### src/rtl/pc_unit.sv
// Program-counter unit: increment, stall, branch, call/return via a
// circular return-address stack, and trap redirect with EPC capture.
// Ports: clk, reset (sync, high); controls enable, take_branch,
//   is_relative_branch, is_call, is_return, trap; branch_addr operand;
//   outputs pc_out, epc_out, ras_count, ras_underflow (all registered).
module pc_unit #(
  parameter int unsigned          ADDR_WIDTH  = 32,
  parameter logic [ADDR_WIDTH-1:0] RESET_ADDR  = '0,
  parameter logic [ADDR_WIDTH-1:0] TRAP_VECTOR = 'h10,
  parameter int unsigned          RAS_DEPTH   = 4,
  localparam int unsigned         CW = $clog2(RAS_DEPTH + 1),
  localparam int unsigned         PW = $clog2(RAS_DEPTH)
) (
  input  logic                  clk,
  input  logic                  reset,
  input  logic                  enable,
  input  logic                  take_branch,
  input  logic                  is_relative_branch,
  input  logic                  is_call,
  input  logic                  is_return,
  input  logic [ADDR_WIDTH-1:0] branch_addr,
  input  logic                  trap,
  output logic [ADDR_WIDTH-1:0] pc_out,
  output logic [ADDR_WIDTH-1:0] epc_out,
  output logic [CW-1:0]         ras_count,
  output logic                  ras_underflow
);

  logic [ADDR_WIDTH-1:0] r_pc;
  logic [ADDR_WIDTH-1:0] r_epc;
  logic [ADDR_WIDTH-1:0] r_ras [RAS_DEPTH];
  logic [PW-1:0]         r_ptr;
  logic [CW-1:0]         r_cnt;
  logic                  r_uf;

  logic [ADDR_WIDTH-1:0] w_pc_inc;
  logic [ADDR_WIDTH-1:0] w_target;
  logic [ADDR_WIDTH-1:0] w_pc_nxt;
  logic [ADDR_WIDTH-1:0] w_epc_nxt;
  logic [PW-1:0]         w_ptr_nxt;
  logic [CW-1:0]         w_cnt_nxt;
  logic                  w_uf_nxt;
  logic                  w_push;

  assign w_pc_inc = r_pc + ADDR_WIDTH'(1);
  assign w_target = is_relative_branch ? r_pc + branch_addr
                                       : branch_addr;

  always_comb begin
    w_pc_nxt  = r_pc;
    w_epc_nxt = r_epc;
    w_ptr_nxt = r_ptr;
    w_cnt_nxt = r_cnt;
    w_uf_nxt  = r_uf;
    w_push    = 1'b0;
    if (trap) begin
      w_pc_nxt  = TRAP_VECTOR;
      w_epc_nxt = r_pc;
    end else if (!enable) begin
      w_pc_nxt = r_pc;
    end else if (is_return) begin
      if (r_cnt != '0) begin
        w_pc_nxt  = r_ras[r_ptr];
        w_ptr_nxt = r_ptr - PW'(1);
        w_cnt_nxt = r_cnt - CW'(1);
      end else begin
        w_pc_nxt = w_pc_inc;
        w_uf_nxt = 1'b1;
      end
    end else if (take_branch) begin
      w_pc_nxt = w_target;
      if (is_call) begin
        // When full the write lands on the oldest slot, so the
        // newest RAS_DEPTH return addresses survive.
        w_push    = 1'b1;
        w_ptr_nxt = r_ptr + PW'(1);
        if (r_cnt != CW'(RAS_DEPTH))
          w_cnt_nxt = r_cnt + CW'(1);
      end
    end else begin
      w_pc_nxt = w_pc_inc;
    end
  end

  always_ff @(posedge clk) begin
    if (reset) begin
      r_pc  <= RESET_ADDR;
      r_epc <= '0;
      r_ptr <= '0;
      r_cnt <= '0;
      r_uf  <= 1'b0;
    end else begin
      r_pc  <= w_pc_nxt;
      r_epc <= w_epc_nxt;
      r_ptr <= w_ptr_nxt;
      r_cnt <= w_cnt_nxt;
      r_uf  <= w_uf_nxt;
    end
  end

  always_ff @(posedge clk) begin
    if (!reset && w_push)
      r_ras[w_ptr_nxt] <= w_pc_inc;
  end

  assign pc_out        = r_pc;
  assign epc_out       = r_epc;
  assign ras_count     = r_cnt;
  assign ras_underflow = r_uf;

endmodule

### config.mk
export PLATFORM = sky130hd
export DESIGN_NAME = pc_unit
export DESIGN_NICKNAME = d
export VERILOG_FILES = /design/src/rtl/pc_unit.sv
export SDC_FILE = /design/constraint.sdc
export NUM_CORES = 1
export LEC_CHECK = 0
export CAP_MARGIN = 40
export CORE_MARGIN = 2
export CORE_UTILIZATION = 56
export CTS_BUF_LIST = sky130_fd_sc_hd__clkbuf_16
export DETAILED_ROUTE_END_ITERATION = 10
export GPL_TIMING_DRIVEN = 0
export HOLD_SLACK_MARGIN = 0.15
export PLACE_DENSITY = 0.79
export SYNTH_ARGS = -nofsm -noshare
export SYNTH_HDL_FRONTEND = slang
export SYNTH_SLANG_ARGS = --single-unit
### constraint.sdc
create_clock -name clk -period 11.6 [get_ports clk]
set_input_delay 1.16 -clock clk [delete_from_list [all_inputs] [get_ports clk]]
set_output_delay 1.16 -clock clk [all_outputs]
set_load 0.005 [all_outputs]
==> impl_results.md, run 1 <==
- Outcome: completed
- Fillers: around 1,400
- Total number of nets in the final design: about 1,100
- Clock period minus worst slack: a little under 4 ns
- Critical path fanouts, max: 10
- Total buffers and inverters traversed by the critical path: 7
- Initial core utilization: a little under three fifths
- Source-to-sink clock delay at the later pin of the worst-skew pair: roughly 0.44 ns
- Data arrival at the endpoint of the critical path: approximately 4 ns
- Count of pins on the block boundary: between 100 and 150
- Post-cts hold buffer count: 0
- CTS HTree Levels: 4
- Number of global-route vias before repair: 7,869
- Ant. Diodes: 0
- Post-synthesis cell type count: between 70 and 80
- Global-route total usage across every layer: about 31%
- Clock root buffer master: sky130_fd_sc_hd__clkbuf_16
- Async SR Flop Fraction: 0%
- Leakage power: ~4.5 nW
- Mapped Avg Cell Area: around 12 µm²
- Aggregate negative setup slack: 0 ns
- Via density per instance: 6.497
- Clock tree from TritonCTS: yes
- Worst setup SP type: flip-flop
- Antenna violations before repair: 0
- Chip Height: 138.6 µm
- Total routed wirelength: 29.10 mm
- Clock Tree Buf Depth: 2
- Synth-to-layout area growth: 20.50%
- Worst EP required: between 10 and 15 ns
- Worst Tran Pin Value: between 0.9 and 1 ns
- Post-layout worst setup margin: 7.632 ns
- Pre-CTS setup slack: 7.216 ns
- Worst slew margin relative to its limit: 38.71%
- Commonest cells after routing, fill and taps aside: sky130_fd_sc_hd__edfxtp_1 (128), sky130_fd_sc_hd__clkdlybuf4s50_1 (105), sky130_fd_sc_hd__nor2_1 (80)
- DRT iter0 DRCs: approximately 940
- EDFF count, synth: ~130
- Number of routed nets with antenna violations: 0
- Power, Total: 0.001554 W
- Detailed-route DRC error count: 0
- Total number of vias: around 8,100
- Die footprint: approximately 19,000 µm²
- Element type at the critical path end: flip-flop
- Most frequent standard cell in the layout excluding fill and tap cells: sky130_fd_sc_hd__edfxtp_1
- First-pass iteration count of the detailed router: 5
- Cells after synthesis: 866
- Critical Path Most Common Cell: sky130_fd_sc_hd__clkbuf_1
- Number of setup violations in the final report: 0
- Placer's final routability congestion estimate: around 0.92
- Post-synth top flop: sky130_fd_sc_hd__edfxtp_1
- Global-route wire length before repair: 45.19 mm
- Final Cycle Share: around 34%
- Number of CTS-inserted buffers: 17
- Cell area after synthesis: 10,150 µm²
- Synth Net Count: 940
- Count of pins over their slew limit: 0
- Number of post-CTS setup repair buffers: 0
- Class of the most critical hold timing path: flip-flop to flip-flop
- Pwr dens: between 100 and 150 nW/µm²
- Number of max-cap violations: 0
- Sequential Area: 5245 µm²
- Cts repair resizes: 0
- Post-DP HPWL: between 20 and 25 mm
- Standard-cell row count: 49
- CTS sink cnt: approximately 200
- Total number of yosys warnings: 0
- Kind of critical path: flip-flop to flip-flop
- # port buffers: 105
- RSZ-0062 raised after global routing: no
- Critical Path Max Stage Delay: between 0.7 and 0.8 ns
- Utilization of the core after routing: between 60% and 70%
- Maximum clock frequency: about 250 MHz
- Slowest cell on crit path: sky130_fd_sc_hd__clkbuf_1
- Share of layout cells above drive strength 1: between 10% and 20%
- FF+latch count, synth: between 150 and 200
- Area occupied by multi-input gates: roughly 4700 µm²
- Crit-path cells: clkbuf_1 -> clkbuf_1 -> clkbuf_1 -> xor2_1 -> inv_1 -> nor3_2 -> buf_6 -> buf_4 -> buf_6
- Kind of cell adding the most delay to the critical path: buffers and inverters
- WL/cell: between 20 and 25 µm
- CTS clk-pin slew, worst paths: ~0.070 ns
- Die width: between 100 and 150 µm
- Largest net degree at the start of global routing: 19
- Share of the yosys chip area belonging to registers: about half
- Area of the placeable core: 17,900 µm²
- Worst setup skew after layout: between 0.005 and 0.006 ns
- Hold Vio Cnt, Final: 0
- Worst vdd rail ir drop: ~120 µV
- Congestion Overflow GR: 0
==> layout make-up <==
cell class	count	area share (%)
buffer	45	1.534
tap	229	2.342
clock inverter	15	1.146
inverter	11	0.3375
sequential	198	42.88
timing repair buffer	117	9.839
multi-input combinational	612	38.45
clock buffer	17	3.478
==> state kept, by name, summed over array words and instances (netlist names) <==
signal and flops:
ras_underflow 1, r_ras 128, epc_out 32, r_ptr 2, pc_out 32, ras_count 3
==> final timing paths <==
path	from	end	slack, ns	cells after the start
setup / recovery	r_ptr[1]	r_ras[1][20]	7.63	9
hold / removal	epc_out[21]	epc_out[21]	0.49	2
setup reg to reg	r_ptr[1]	r_ras[1][20]	7.63	9
hold reg to reg	epc_out[21]	epc_out[21]	0.49	2
==> per-layer routing <==
metal	vias to the layer above	wire length (µm)	part of all wire (%)	GRT usage (%)
met2	520	13280	46	48.59
met3	97	2856	9.8	5.905
li1	3592	-	-	-
met4	0	1119	3.8	12.07
met1	3873	11840	41	42.38
met5	-	0	0	0
==> per-stage QoR <==
step	cell area (µm²)	instances	hold slack, ns
after floorplan	10150	866	0.4605
after global placement	11490	1200	0.4716
after detailed placement	11670	1212	0.4754
after CTS	12230	1244	0.4972
after global routing	12230	1244	0.5272
final	12230	1244	0.4946
==> synthesized netlist by cell type, types with 3 or more instances <==
library cell	instances	area [µm²]
sky130_fd_sc_hd__a211oi_1	4	30.03
sky130_fd_sc_hd__a21o_1	15	112.6
sky130_fd_sc_hd__a21oi_1	41	205.2
sky130_fd_sc_hd__a221o_1	9	90.09
sky130_fd_sc_hd__a221oi_1	18	157.7
sky130_fd_sc_hd__a22oi_1	5	37.54
sky130_fd_sc_hd__a31oi_1	11	68.82
sky130_fd_sc_hd__and3_1	4	25.02
sky130_fd_sc_hd__buf_2	9	45.04
sky130_fd_sc_hd__clkbuf_1	33	123.9
sky130_fd_sc_hd__dfxtp_1	70	1401
sky130_fd_sc_hd__edfxtp_1	128	3844
sky130_fd_sc_hd__ha_1	32	400.4
sky130_fd_sc_hd__inv_1	11	41.29
sky130_fd_sc_hd__mux2_2	3	33.78
sky130_fd_sc_hd__mux2i_1	38	380.4
sky130_fd_sc_hd__mux4_2	32	720.7
sky130_fd_sc_hd__nand2_1	75	281.5
sky130_fd_sc_hd__nand2b_1	7	43.79
sky130_fd_sc_hd__nand3_1	19	95.09
sky130_fd_sc_hd__nand4_1	8	50.05
sky130_fd_sc_hd__nor2_1	82	307.8
sky130_fd_sc_hd__nor2b_1	4	25.02
sky130_fd_sc_hd__nor3_1	12	60.06
sky130_fd_sc_hd__nor3b_1	3	22.52
sky130_fd_sc_hd__o211ai_1	6	45.04
sky130_fd_sc_hd__o21a_1	8	60.06
sky130_fd_sc_hd__o21ai_0	41	205.2
sky130_fd_sc_hd__o21ai_1	11	55.05
sky130_fd_sc_hd__o21bai_1	4	30.03
sky130_fd_sc_hd__o22ai_1	3	18.77
sky130_fd_sc_hd__o31ai_1	3	22.52
sky130_fd_sc_hd__or3_1	6	37.54
sky130_fd_sc_hd__xnor2_1	35	306.5
sky130_fd_sc_hd__xor2_1	21	183.9
==> cells by family (layout without fill, tap and decap cells) <==
kind of cell / count (synthesis) / after routing / synth area share [%]
AO/OA/AOI/OAI: 210 / 210 / 14.26
XOR/XNOR: 57 / 57 / 4.991
adder cells (fa/ha/maj): 34 / 34 / 4.338
buffers and inverters: 56 / 205 / 2.255
flip-flops: 198 / 198 / 51.66
multiplexers: 73 / 73 / 11.18
AND/OR/NAND/NOR: 238 / 238 / 11.31
==> worst register-to-register path, delay by kind of cell, from the launching register on <==
family,cells,cell delay [ns]
buffers and inverters,7,2.47
DFF,1,0.31
xor gates and xnor gates,1,0.46
and+or+nand+nor,1,0.44
==> power breakdown <==
part           switching (W)  internal, W  leakage, nW
Sequential         0.0000150     0.000757         1.74
Combinational       0.000117    0.0000875         2.45
Clock               0.000262     0.000315        0.283
Total               0.000394      0.00116         4.47
Power figures use the tool's default switching activity.
==> run 2, diff against run 1 <==
==> constraint.sdc (replaced) <==
create_clock -name clk -period 4 [get_ports clk]
set_input_delay 0.4 -clock clk [delete_from_list [all_inputs] [get_ports clk]]
set_output_delay 0.4 -clock clk [all_outputs]
set_load 0.005 [all_outputs]
==> impl_results.md, run 2 (synthesized netlist as in run 1, its figures left out) <==
- Outcome: completed (unchanged)
- Data arrival at the endpoint of the critical path: 3.87 ns (was 4.12 ns)
- Number of max-cap violations: 0 (unchanged)
- R2r startpoint: r_ptr[0] (was r_ptr[1])
- Clock root buffer master: sky130_fd_sc_hd__clkbuf_16 (unchanged)
- Hold Vio Cnt, Final: 0 (unchanged)
- Detailed-route DRC error count: 0 (unchanged)
- Worst vdd rail ir drop: 336.8 µV (was 115.8 µV)
- Share of layout cells above drive strength 1: 10.30% (was 10.54%)
- Kind of critical path: flip-flop to flip-flop (unchanged)
- Die footprint: 19,220 µm² (unchanged)
- Class of the most critical hold timing path: input port to flip-flop (was flip-flop to flip-flop)
- Post-layout worst setup margin: 0.2721 ns (was 7.632 ns)
- Portion of total power attributed to the clock network: 36.0% (was 37.1%)
- Post-DP HPWL: 20.54 mm (was 20.71 mm)
- Most flops, register: r_ras (unchanged)
- Area of the placeable core: 17,900 µm² (unchanged)
- Worst slew margin relative to its limit: 37.85% (was 38.71%)
- Total non-filler cell area in the finished layout: 12,200 µm² (was 12,230 µm²)
- Ant. Diodes: 0 (unchanged)
- Number of global-route vias before repair: 7,763 (was 7,869)
- Total number of nets in the final design: 1,071 (was 1,076)
- Pwr dens: 363.3 nW/µm² (was 127.0 nW/µm²)
- RSZ-0062 raised after global routing: no (unchanged)
- WL/cell: 23.51 µm (was 23.39 µm)
- Sequential Area: 5245 µm² (unchanged)
- Total cell area at the placement stage: 11,660 µm² (was 11,670 µm²)
- Pre-CTS setup slack: 0.1601 ns (was 7.216 ns)
- CTS sink cnt: 198 (unchanged)
- Sequential fraction of design power: 50.6% (was 49.7%)
- Source-to-sink clock delay at the later pin of the worst-skew pair: 0.45 ns (was 0.44 ns)
- Global-route total usage across every layer: 30.66% (was 30.67%)
- Count of pins over their slew limit: 0 (unchanged)
- # port buffers: 105 (unchanged)
- Maximum clock frequency: 268.3 MHz (was 252.0 MHz)
- Number of setup violations in the final report: 0 (unchanged)
- Commonest cells after routing, fill and taps aside: sky130_fd_sc_hd__edfxtp_1 (128), sky130_fd_sc_hd__clkdlybuf4s50_1 (105), sky130_fd_sc_hd__nor2_1 (80) (unchanged)
- Number of CTS-inserted buffers: 17 (unchanged)
- Worst Tran Pin Value: 0.9323 ns (was 0.9194 ns)
- First-pass iteration count of the detailed router: 5 (unchanged)
- Fillers: 1,367 (was 1,353)
- Post-cts hold buffer count: 0 (unchanged)
- CTS HTree Levels: 4 (unchanged)
- Reg2Reg Setup Slack: 0.27 ns (was 7.63 ns)
- CTS clk-pin slew, worst paths: 0.07 ns (about the same)
- Total routed wirelength: 29.13 mm (was 29.10 mm)
- Element type at the critical path end: flip-flop (unchanged)
- Final Cycle Share: 93.20% (was 34.21%)
- Number of cell instances on the worst register-to-register path: 10 (was 9)
- Critical path fanouts, max: 13 (was 10)
- Clock period minus worst slack: 3.728 ns (was 3.968 ns)
- Largest net degree at the start of global routing: 25 (was 19)
- Antenna violations before repair: 0 (unchanged)
- Fraction of power spent switching nets: 26.68% (was 25.34%)
- Area occupied by multi-input gates: 4716 µm² (was 4703 µm²)
- Number of routed nets with antenna violations: 0 (unchanged)
- Clock Tree Buf Depth: 2 (unchanged)
- Chip Height: 138.6 µm (unchanged)
- Comb power frac: 13.4% (was 13.2%)
- Synth-to-layout area growth: 20.13% (was 20.50%)
- Placer's final routability congestion estimate: 0.9711 (was 0.9202)
- Total number of vias: 8,031 (was 8,082)
- Die width: 138.6 µm (unchanged)
- Worst setup path endpoint: r_ras[1][21] (was r_ras[1][20])
- Max reg flops: 128 (unchanged)
- Most frequent standard cell in the layout excluding fill and tap cells: sky130_fd_sc_hd__edfxtp_1 (unchanged)
- Standard-cell row count: 49 (unchanged)
- Power, Total: 0.004430 W (was 0.001554 W)
- Worst setup SP type: flip-flop (unchanged)
- Placed Cells incl. Taps: 1,207 (was 1,212)
- Internal power: 0.003248 W (was 0.001160 W)
- DRT iter0 DRCs: 1,137 (was 936)
- Worst setup path start: r_ptr[0] (was r_ptr[1])
- Global-route wire length before repair: 44.96 mm (was 45.19 mm)
- Via density per instance: 6.482 (was 6.497)
- Switching power of the nets: 0.001182 W (was 0.0003938 W)
- Worst setup skew after layout: 0.006994 ns (was 0.005964 ns)
- Leakage power: 4.431 nW (was 4.472 nW)
- Initial core utilization: 56.71% (unchanged)
- Count of pins on the block boundary: 108 (unchanged)
- Post-route non-filler standard cell count: 1,239 (was 1,244)
- Worst EP required: 4.15 ns (was 11.75 ns)
- Clock tree from TritonCTS: yes (unchanged)
- Congestion Overflow GR: 0 (unchanged)
- Reg-to-Reg End: r_ras[1][21] (was r_ras[1][20])
## run 2: critical path, cell delays in order, from the launching register on
cell and delay [ns]:
sky130_fd_sc_hd__dfxtp_1 0.35, sky130_fd_sc_hd__buf_2 0.37, sky130_fd_sc_hd__clkbuf_4 0.43, sky130_fd_sc_hd__buf_2 0.38, sky130_fd_sc_hd__nand4_1 0.14, sky130_fd_sc_hd__o31ai_1 0.08, sky130_fd_sc_hd__nand2_1 0.09, sky130_fd_sc_hd__xor2_1 0.48
sky130_fd_sc_hd__inv_1 0.23, sky130_fd_sc_hd__nor3_4 0.57, sky130_fd_sc_hd__buf_8 0.27
## run 2: metrics by stage
stage / setup TNS, ns / hold slack [ns] / util, %
2_1_floorplan: 0 / 0.4605 / -
3_3_place_gp: -146.21 / 0.4463 / 64.24
3_5_place_dp: 0 / 0.4710 / 65.15
4_1_cts: 0 / 0.3087 / 68.10
5_1_grt: 0 / 0.3496 / 68.12
6_report: 0 / 0.3200 / 68.12
## run 2: worst min-delay path by stage
| stage | end | slack, ns | cells after the start | from |
|---|---|---|---|---|
| after detailed placement | ras_underflow | 0.47 | 2 | ras_underflow |
| after global routing | ras_underflow | 0.35 | 3 | is_return |
| after floorplan | ras_underflow | 0.46 | 2 | ras_underflow |
| final | ras_underflow | 0.32 | 3 | is_return |
| after global placement | ras_underflow | 0.45 | 2 | ras_underflow |
| after CTS | ras_underflow | 0.31 | 3 | is_return |
## run 2: power groups by stage
stage / Sequential (W) / Clock, W / Combinational (W)
after global routing: 0.00224 / 0.00168 / 0.000636
final: 0.00224 / 0.00160 / 0.000594
after detailed placement: 0.00229 / 0 / 0.000578
after floorplan: 0.00227 / 0 / 0.000353
after global placement: 0.00228 / 0 / 0.000564
after CTS: 0.00224 / 0.00160 / 0.000583
## run 2: area by class of cell
cell class              instances  share of cell area, %
inverters                      11                 0.3386
flip-flops and latches        198                  43.01
well taps                     229                  2.349
multi-input cells             612                  38.67
repair buffers                112                  9.726
clock buffers                  17                  3.488
clock inverters                15                 0.8516
plain buffers                  45                  1.570
## run 2: repair_timing
action,CTS,global route
gates resized for setup,0,3
setup endpoints to repair,0,27
setup buffers,0,0
## run 2: per-layer routing
layer	vias up	wire, µm	GRT usage [%]
li1	3577	-	-
met1	3896	11890	41.85
met2	475	13530	48.18
met3	83	2661	6.733
met4	0	1051	12.60
met5	-	0	0
